<file path="src/rtl/psum_accum.sv">
// Partial-sum accumulator: folds groups of signed dot-product sums into
// one saturated wide sum, with zero-group tracking and back-pressure.
module psum_accum #(
  parameter int IDWd  = 16,
  parameter int ODWd  = 24,
  parameter int CntWd = 8
) (
  input  logic             i_clk,
  input  logic             i_rst,
  input  logic             i_work,
  input  logic [CntWd-1:0] i_acc_len,
  input  logic [IDWd-1:0]  i_sum,
  input  logic             sum_rdy,
  output logic             sum_ack,
  input  logic             sum_zero,
  output logic [ODWd-1:0]  o_psum,
  output logic             psum_rdy,
  input  logic             psum_ack,
  output logic             psum_zero,
  output logic             o_busy,
  output logic             o_ovf
);

  localparam logic [ODWd-1:0] SatMax =
    {1'b0, {(ODWd-1){1'b1}}};
  localparam logic [ODWd-1:0] SatMin =
    {1'b1, {(ODWd-1){1'b0}}};

  logic [ODWd-1:0]  acc_q, acc_d;
  logic [CntWd-1:0] cnt_q, cnt_d;
  logic             zacc_q, zacc_d;
  logic [CntWd-1:0] len_q, len_d;
  logic [ODWd-1:0]  psum_q, psum_d;
  logic             psum_rdy_q, psum_rdy_d;
  logic             psum_zero_q, psum_zero_d;
  logic             ovf_q, ovf_d;

  logic             beat;
  logic             first;
  logic             last;
  logic [CntWd-1:0] len_in;
  logic [CntWd-1:0] len_eff;
  logic [CntWd:0]   cnt_nx;
  logic [ODWd-1:0]  v;
  logic [ODWd:0]    sum_w;
  logic             clamp;
  logic [ODWd-1:0]  sum_sat;

  assign sum_ack = i_work && (!psum_rdy_q || psum_ack)
                   && !i_rst;
  assign beat    = sum_rdy && sum_ack;

  assign v = sum_zero ? '0 :
    {{(ODWd-IDWd){i_sum[IDWd-1]}}, i_sum};

  // One guard bit catches overflow of the running sum
  assign sum_w = {acc_q[ODWd-1], acc_q} + {v[ODWd-1], v};
  assign clamp = sum_w[ODWd] != sum_w[ODWd-1];

  always_comb begin
    sum_sat = sum_w[ODWd-1:0];
    if (clamp) begin
      sum_sat = sum_w[ODWd] ? SatMin : SatMax;
    end
  end

  assign first   = cnt_q == '0;
  assign len_in  = (i_acc_len == '0) ? {{(CntWd-1){1'b0}}, 1'b1}
                                     : i_acc_len;
  assign len_eff = first ? len_in : len_q;
  assign cnt_nx  = {1'b0, cnt_q} + {{CntWd{1'b0}}, 1'b1};
  assign last    = cnt_nx == {1'b0, len_eff};

  always_comb begin
    acc_d       = acc_q;
    cnt_d       = cnt_q;
    zacc_d      = zacc_q;
    len_d       = len_q;
    psum_d      = psum_q;
    psum_rdy_d  = psum_rdy_q;
    psum_zero_d = psum_zero_q;
    ovf_d       = ovf_q;
    if (i_work) begin
      if (psum_rdy_q && psum_ack) begin
        psum_rdy_d = 1'b0;
      end
      if (beat) begin
        if (first) begin
          len_d = len_in;
        end
        if (clamp) begin
          ovf_d = 1'b1;
        end
        if (last) begin
          psum_d      = sum_sat;
          psum_zero_d = zacc_q & sum_zero;
          psum_rdy_d  = 1'b1;
          acc_d       = '0;
          zacc_d      = 1'b1;
          cnt_d       = '0;
        end else begin
          acc_d  = sum_sat;
          zacc_d = zacc_q & sum_zero;
          cnt_d  = cnt_nx[CntWd-1:0];
        end
      end
    end
  end

  always_ff @(posedge i_clk) begin
    if (i_rst) begin
      acc_q       <= '0;
      cnt_q       <= '0;
      zacc_q      <= 1'b1;
      len_q       <= '0;
      psum_q      <= '0;
      psum_rdy_q  <= 1'b0;
      psum_zero_q <= 1'b1;
      ovf_q       <= 1'b0;
    end else begin
      acc_q       <= acc_d;
      cnt_q       <= cnt_d;
      zacc_q      <= zacc_d;
      len_q       <= len_d;
      psum_q      <= psum_d;
      psum_rdy_q  <= psum_rdy_d;
      psum_zero_q <= psum_zero_d;
      ovf_q       <= ovf_d;
    end
  end

  assign o_psum    = psum_q;
  assign psum_rdy  = psum_rdy_q;
  assign psum_zero = psum_zero_q;
  assign o_busy    = cnt_q != '0;
  assign o_ovf     = ovf_q;

endmodule

</file>
<file path="config.mk">
export PLATFORM = sky130hd
export DESIGN_NAME = psum_accum
export DESIGN_NICKNAME = d
export VERILOG_FILES = /design/src/rtl/psum_accum.sv
export SDC_FILE = /design/constraint.sdc
export NUM_CORES = 1
export LEC_CHECK = 0
export BUFFER_PORTS_ARGS = -buffer_cell sky130_fd_sc_hd__clkbuf_2
export CAP_MARGIN = 20
export CORE_MARGIN = 2
export CORE_UTILIZATION = 45
export DETAILED_ROUTE_END_ITERATION = 6
export SLEW_MARGIN = 20
export SYNTH_ARGS = -nofsm -noshare
export SYNTH_HDL_FRONTEND = slang
export SYNTH_SLANG_ARGS = --single-unit
export TNS_END_PERCENT = 10
</file>
<file path="constraint.sdc">
create_clock -name i_clk -period 5.8 [get_ports i_clk]
set_clock_uncertainty 0.05 [all_clocks]
set_input_delay 0.87 -clock i_clk [delete_from_list [all_inputs] [get_ports i_clk]]
set_output_delay 0.87 -clock i_clk [all_outputs]
set_load 0.005 [all_outputs]
</file>
==> flow_summary_export.csv, run 1 <==
group,metric,value,unit
floorplan,die_y,102,microns
clock_network,h_tree_levels,3,
worst_setup_path,cp.arrival,4.62,ns
routing,detail-route-antenna-nets,0,
yosys,netlist-cell-type-count,67,
yosys,asyncSetResetFlopFracSynth,0,
yosys,syn_nets,579,
finish,synthToLayoutAreaGrowth,12.4,%
finish,fill_cells,918,
routing,drt_iter0_drc,120,
clock_network,clk-insertion-delay-late,0.35,ns
routing,per_cell_routed_wire_length,15.4,microns
yosys,synth_largest_type_area_fraction,0.314,
finish,antenna-diode-count,0,
sta,tightest_slew,0.915,ns
sta,grt_setup_unrepaired,"no",
yosys,yosys_most_used_dff,"sky130_fd_sc_hd__dfxtp_1",
yosys,ys_ff_latch,68,
worst_hold_path,hold_path_depth,2,
global_route,globalRouteTotalUtil,0.219,
clock_network,tritoncts.num_buffers,9,
worst_setup_path,crit_path_cell_trace,"clkbuf_2, nor2b_1, ha_1, inv_1, fa_1, nor2b_1, o31ai_1, a211oi_1, o2111ai_1, nand4_1, and2_1, nand3_2, o21ai_0",
routing,vias,3914,
floorplan,floorplan.core_area,9280,sq um
power_and_ir_drop,power_after_layout,1.22,mW
yosys,synthCells,530,
global_route,grt_antenna_before_repair,0,
place,preCtsSetupSlack,1.04,ns
clock_network,cts.path.max_buffers,2,
worst_setup_path,crit_path_frequent_cell,"sky130_fd_sc_hd__nor2b_1",
yosys,synthDominantAreaCellType,"sky130_fd_sc_hd__dfxtp_1",
sta,timing.final.setup_violations,0,
finish,seqCellArea,1360,sq um
power_and_ir_drop,leakage,1.93,nW
yosys,synth_common_cells,"sky130_fd_sc_hd__dfxtp_1, sky130_fd_sc_hd__nand2_1, sky130_fd_sc_hd__o21ai_0",
place,post-dp-hpwl,7740,microns
yosys,synth_area_leaders,"sky130_fd_sc_hd__dfxtp_1, sky130_fd_sc_hd__xnor2_1, sky130_fd_sc_hd__ha_1",
clock_network,cts_hold_repair.buffers,0,
sta,max-slew-margin-rel,0.390,
sta,timing.final.hold_violations,0,
routing,drc,0,
floorplan,num_io_pins,59,
routing,route.detailed.vias_per_inst,5.53,
clock_network,root_buffer,"sky130_fd_sc_hd__clkbuf_8",
sta,finalSetupTns,0,ns
routing,drt-pass1-iter-count,4,
finish,finish.utilization,0.525,
worst_setup_path,critical-path-slowest-cell,"sky130_fd_sc_hd__and2_1",
yosys,syn-mean-instance-area,8.19,sq um
finish,drive_above_1_share,0.180,
power_and_ir_drop,power-per-cell-area,250,nW/um^2
yosys,yosys.cell_count.top_type,"sky130_fd_sc_hd__dfxtp_1",
global_route,grt_first_pass_wirelength,18100,microns
sta,layout_worst_path_cycle_share,0.759,
clock_network,post_cts.repair.setup_buffers,0,
worst_hold_path,hold_path.class,"reg -> reg",
global_route,grt_pass1_vias,3758,
global_route,globalRouteOverflowTotal,0,
power_and_ir_drop,vdd_ir_drop_max,0.130,mV
worst_setup_path,required,6.02,ns
clock_network,cts.repair.resized,0,
worst_setup_path,cp_num_cells,13,
finish,nets_finish,623,
yosys,synth_sequential_area_ratio,0.314,
worst_setup_path,crit_path_end_kind,"flop",
floorplan,fp_rows,35,
clock_network,cts_sinks,68,
place,io_buffers,58,
worst_setup_path,r2r_cells,11,
floorplan,die_w,102,microns
routing,wirelength,10900,microns
clock_network,tritoncts,"yes",
worst_setup_path,critPathLaunchType,"input pin",
floorplan,die_area,10400,sq um
worst_setup_path,critical-path-top-delay-family,"simple AND/OR/NAND/NOR gates",
worst_setup_path,worstSetupPathType,"in -> reg",
worst_setup_path,timing.critical_path.fanout_max,18,
yosys,post_synth_instance_area,4340,sq um
yosys,yosys_warnings,0,
yosys,synth_enable_flop_cells,0,
sta,timing.fmax,0.227,GHz
worst_setup_path,worst-path-buf-inv,2,
sta,final_slew_viol_count,0,
floorplan,floorplan.initialDensity,0.467,
sta,layout_setup_ws,1.40,ns
global_route,maximum_number_of_pins_on_one_net_before_global_route_repair,26,
place,gp_congestion,0.928,
clock_network,clkTransAtPathRegs,0.07,ns
finish,area_used_by_multi_input_combinational_logic,2720,sq um
sta,final_period_minus_worst_setup_slack,4.40,ns
worst_setup_path,slowest_stage_delay_cp,0.74,ns
status,outcome,"finished, final reports clean",
job,max-cap-violations,0,
==> per-stage QoR <==
stage	area, sq um	hold slack, ns	cells
after floorplan	4340	0.381	530
after global placement	4630	0.392	691
after detailed placement	4630	0.399	691
after CTS	4870	0.411	707
after global routing	4880	0.430	708
final	4880	0.409	708
==> area by class of cell <==
type,count,share of cell area
inverter,17,0.0131
multi-input combinational,415,0.558
sequential,68,0.279
tap,129,0.0331
clock inverter,6,0.0231
clock buffer,10,0.0262
timing repair buffer,63,0.0672
==> worst min-delay path, delay by kind of cell (launching register included) <==
kind,cells,cell delay [ns]
compound gates,1,0.05
simple gates,1,0.05
flops,1,0.31
==> placed cells by master (no fill, tap or decap), types with 17 or more instances in the layout <==
cell                       instances
sky130_fd_sc_hd__o21ai_1          19
sky130_fd_sc_hd__a21oi_1          35
sky130_fd_sc_hd__inv_1            17
sky130_fd_sc_hd__nor2_1           36
sky130_fd_sc_hd__o21ai_0          41
sky130_fd_sc_hd__nand2_1          57
sky130_fd_sc_hd__ha_1             18
sky130_fd_sc_hd__dfxtp_1          68
sky130_fd_sc_hd__nand3_1          18
sky130_fd_sc_hd__clkbuf_2         58
sky130_fd_sc_hd__xnor2_1          32
==> where the power goes <==
group	internal, mW	switching [mW]
Combinational	0.0961	0.137
Clock	0.287	0.200
Sequential	0.484	0.0185
Total	0.867	0.355
==> layer usage <==
layer / up-vias / global-route usage / share of wire
met5: - / 0 / 0
met4: 0 / 0.0759 / 0.017
met3: 20 / 0.0438 / 0.038
met2: 71 / 0.351 / 0.46
met1: 1837 / 0.295 / 0.49
li1: 1986 / - / -
==> logic make-up (layout without fill, tap and decap cells) <==
| family | after synthesis | in the layout | share of synthesized area |
|---|---|---|---|
| simple gates | 184 | 184 | 0.222 |
| compound gates | 163 | 163 | 0.246 |
| flops | 68 | 68 | 0.314 |
| buf+inv | 47 | 96 | 0.0585 |
| xor+xnor | 37 | 37 | 0.0747 |
| fa+ha+maj | 19 | 19 | 0.0565 |
| mux | 12 | 12 | 0.0280 |
==> registers in the layout (all words and copies together) (netlist names) <==
| name | cells |
|---|---|
| psum_zero | 1 |
| o_psum | 24 |
| len_q | 8 |
| acc_q | 24 |
| psum_rdy | 1 |
| cnt_q | 8 |
| o_ovf | 1 |
| zacc_q | 1 |
==> path summary, 6_finish.rpt <==
| check | start | to | slack, ns |
|---|---|---|---|
| setup / recovery | sum_zero | acc_q[0] | 1.40 |
| hold / removal | acc_q[11] | acc_q[11] | 0.41 |
| setup reg to reg | acc_q[0] | acc_q[0] | 2.07 |
| hold reg to reg | acc_q[11] | acc_q[11] | 0.41 |
Power figures use the tool's default switching activity.
==> run 2, diff against run 1 <==
clock period = 4.4 ns   (was 5.8 ns; I/O delays follow)
==> flow_summary_export.csv, run 2 (synthesis gave the netlist of run 1 again) <==
group,metric,value,unit
routing,drt_iter0_drc,147,
place,gp_congestion,0.866,
global_route,grt_pass1_vias,3643,
worst_setup_path,crit_path_cell_trace,"clkbuf_2, nor2b_1, ha_1, inv_1, fa_1, nor2b_1, o31ai_1, a211oi_1, o2111ai_1, nand4_1, and2_1, buf_4, a31oi_1, o32ai_1",
sta,timing.final.hold_violations,0,
sta,finalSetupTns,0,ns
clock_network,cts.repair.resized,0,
sta,timing.final.setup_violations,0,
global_route,top_usage_layer,"met2",
clock_network,h_tree_levels,3,
power_and_ir_drop,power.switching_fraction,0.280,
sta,worst_hold_slack,0.408,ns
clock_network,cts.path.max_buffers,2,
place,dpl-instance-area,4660,sq um
worst_setup_path,worst-path-buf-inv,3,
sta,grt_setup_unrepaired,"no",
worst_setup_path,worstSetupPathType,"in -> reg",
sta,tightest_slew,0.779,ns
status,outcome,"finished, final reports clean",
job,max-cap-violations,0,
place,io_buffers,58,
floorplan,floorplan.initialDensity,0.467,
floorplan,num_io_pins,59,
power_and_ir_drop,power-per-cell-area,324,nW/um^2
sta,layout_setup_ws,0.710,ns
routing,detail-route-antenna-nets,0,
worst_hold_path,holdCritStartpoint,"acc_q[13]",
worst_setup_path,critical-path-slowest-cell,"sky130_fd_sc_hd__a211oi_1",
worst_setup_path,cp.arrival,3.89,ns
power_and_ir_drop,power_frac_comb,0.193,
finish,antenna-diode-count,0,
place,post-place-cells,695,
finish,layout.cells.non_filler,711,
routing,per_cell_routed_wire_length,15.1,microns
clock_network,post_cts.repair.setup_buffers,0,
worst_setup_path,required,4.60,ns
power_and_ir_drop,power_after_layout,1.58,mW
finish,final_area,4890,sq um
routing,route.detailed.vias_per_inst,5.48,
worst_setup_path,timing.critical_path.fanout_max,18,
power_and_ir_drop,cellInternalPower,1.14,mW
power_and_ir_drop,seqPwrFrac,0.418,
clock_network,tritoncts.num_buffers,9,
global_route,grt_first_pass_wirelength,17600,microns
worst_hold_path,hold_path_depth,2,
worst_setup_path,crit_path_end_kind,"flop",
routing,drt-pass1-iter-count,4,
power_and_ir_drop,leakage,1.94,nW
worst_setup_path,setup.reg_to_reg.worst_slack,1.15,ns
routing,drc,0,
sta,final_slew_viol_count,0,
worst_setup_path,r2r_start,"acc_q[0]",
sta,max-slew-margin-rel,0.479,
clock_network,clkTransAtPathRegs,0.08,ns
finish,finish.utilization,0.527,
floorplan,floorplan.core_area,9280,sq um
floorplan,die_area,10400,sq um
global_route,globalRouteOverflowTotal,0,
worst_setup_path,critPathLaunchType,"input pin",
clock_network,cts_sinks,68,
sta,layout_worst_path_cycle_share,0.839,
worst_setup_path,r2r_cells,12,
worst_setup_path,critical-path-top-delay-family,"compound AO/OA/AOI/OAI gates",
power_and_ir_drop,vdd_ir_drop_max,0.168,mV
finish,nets_finish,626,
place,post-dp-hpwl,7760,microns
worst_hold_path,hold_path.class,"reg -> reg",
routing,vias,3896,
worst_setup_path,worstReg2RegEnd,"acc_q[17]",
global_route,maximum_number_of_pins_on_one_net_before_global_route_repair,26,
clock_network,clk-insertion-delay-late,0.34,ns
power_and_ir_drop,share_clk_of_total_power,0.389,
global_route,globalRouteMet3Util,0.0404,
global_route,globalRouteTotalUtil,0.214,
sta,final_period_minus_worst_setup_slack,3.69,ns
sta,timing.fmax,0.271,GHz
worst_hold_path,timing.hold.worst_endpoint,"acc_q[13]",
finish,layout.cells.most_common,"sky130_fd_sc_hd__dfxtp_1",
clock_network,tritoncts,"yes",
global_route,grt_antenna_before_repair,0,
place,preCtsSetupSlack,0.411,ns
routing,wirelength,10700,microns
clock_network,root_buffer,"sky130_fd_sc_hd__clkbuf_8",
floorplan,die_w,102,microns
global_route,grt_use_met1,0.296,
power_and_ir_drop,netSwitchingPower,443,uW
worst_setup_path,slowest_stage_delay_cp,0.44,ns
worst_setup_path,crit_path_frequent_cell,"sky130_fd_sc_hd__nor2b_1",
finish,synthToLayoutAreaGrowth,12.7,%
global_route,globalRouteMet2Util,0.344,
floorplan,die_y,102,microns
clock_network,cts_hold_repair.buffers,0,
finish,drive_above_1_share,0.182,
floorplan,fp_rows,35,
finish,fill_cells,943,
finish,mostFrequentLayoutCells,"sky130_fd_sc_hd__dfxtp_1, sky130_fd_sc_hd__clkbuf_2, sky130_fd_sc_hd__nand2_1, sky130_fd_sc_hd__o21ai_0, sky130_fd_sc_hd__nor2_1",
[run 2: power groups by stage]
stage / clock network, mW / registers [mW] / logic (mW)
2_1_floorplan: 0 / 0.663 / 0.254
3_3_place_gp: 0 / 0.676 / 0.304
3_5_place_dp: 0 / 0.676 / 0.306
4_1_cts: 0.630 / 0.662 / 0.307
5_1_grt: 0.653 / 0.666 / 0.342
6_report: 0.617 / 0.662 / 0.305
[run 2: per-layer routing]
layer / vias to the layer above / share of wire
met1: 1824 / 0.48
met5: - / 0
met4: 0 / 0.011
li1: 1988 / -
met3: 9 / 0.045
met2: 75 / 0.46
[run 2: how the worst max path moves through the flow]
stage	slack, ns	startpoint	endpoint	depth (start not counted)
after CTS	0.72	sum_zero	acc_q[1]	13
final	0.71	sum_zero	acc_q[17]	14
after global placement	0.43	sum_zero	o_psum[18]	13
after global routing	0.40	sum_zero	acc_q[1]	13
after detailed placement	0.41	sum_zero	acc_q[17]	13
after floorplan	1.15	sum_zero	o_psum[20]	13
[run 2: final cells by class]
class | count | area, sq um | area share
timing repair buffer | 66 | 350 | 0.0716
clock buffer | 11 | 131 | 0.0269
multi-input combinational | 415 | 2720 | 0.557
sequential | 68 | 1360 | 0.278
clock inverter | 5 | 100 | 0.0205
tap | 129 | 161 | 0.0330
inverter | 17 | 63.8 | 0.0130
[run 2: worst reg2reg max path: stages, from the launching register on]
cell,delay [ns]
sky130_fd_sc_hd__dfxtp_1,0.34
sky130_fd_sc_hd__ha_1,0.20
sky130_fd_sc_hd__inv_1,0.06
sky130_fd_sc_hd__fa_1,0.39
sky130_fd_sc_hd__nor2b_1,0.21
sky130_fd_sc_hd__o31ai_1,0.15
sky130_fd_sc_hd__a211oi_1,0.44
sky130_fd_sc_hd__o2111ai_1,0.23
sky130_fd_sc_hd__nand4_1,0.16
sky130_fd_sc_hd__and2_1,0.30
sky130_fd_sc_hd__buf_4,0.29
sky130_fd_sc_hd__a31oi_1,0.11
sky130_fd_sc_hd__o32ai_1,0.24
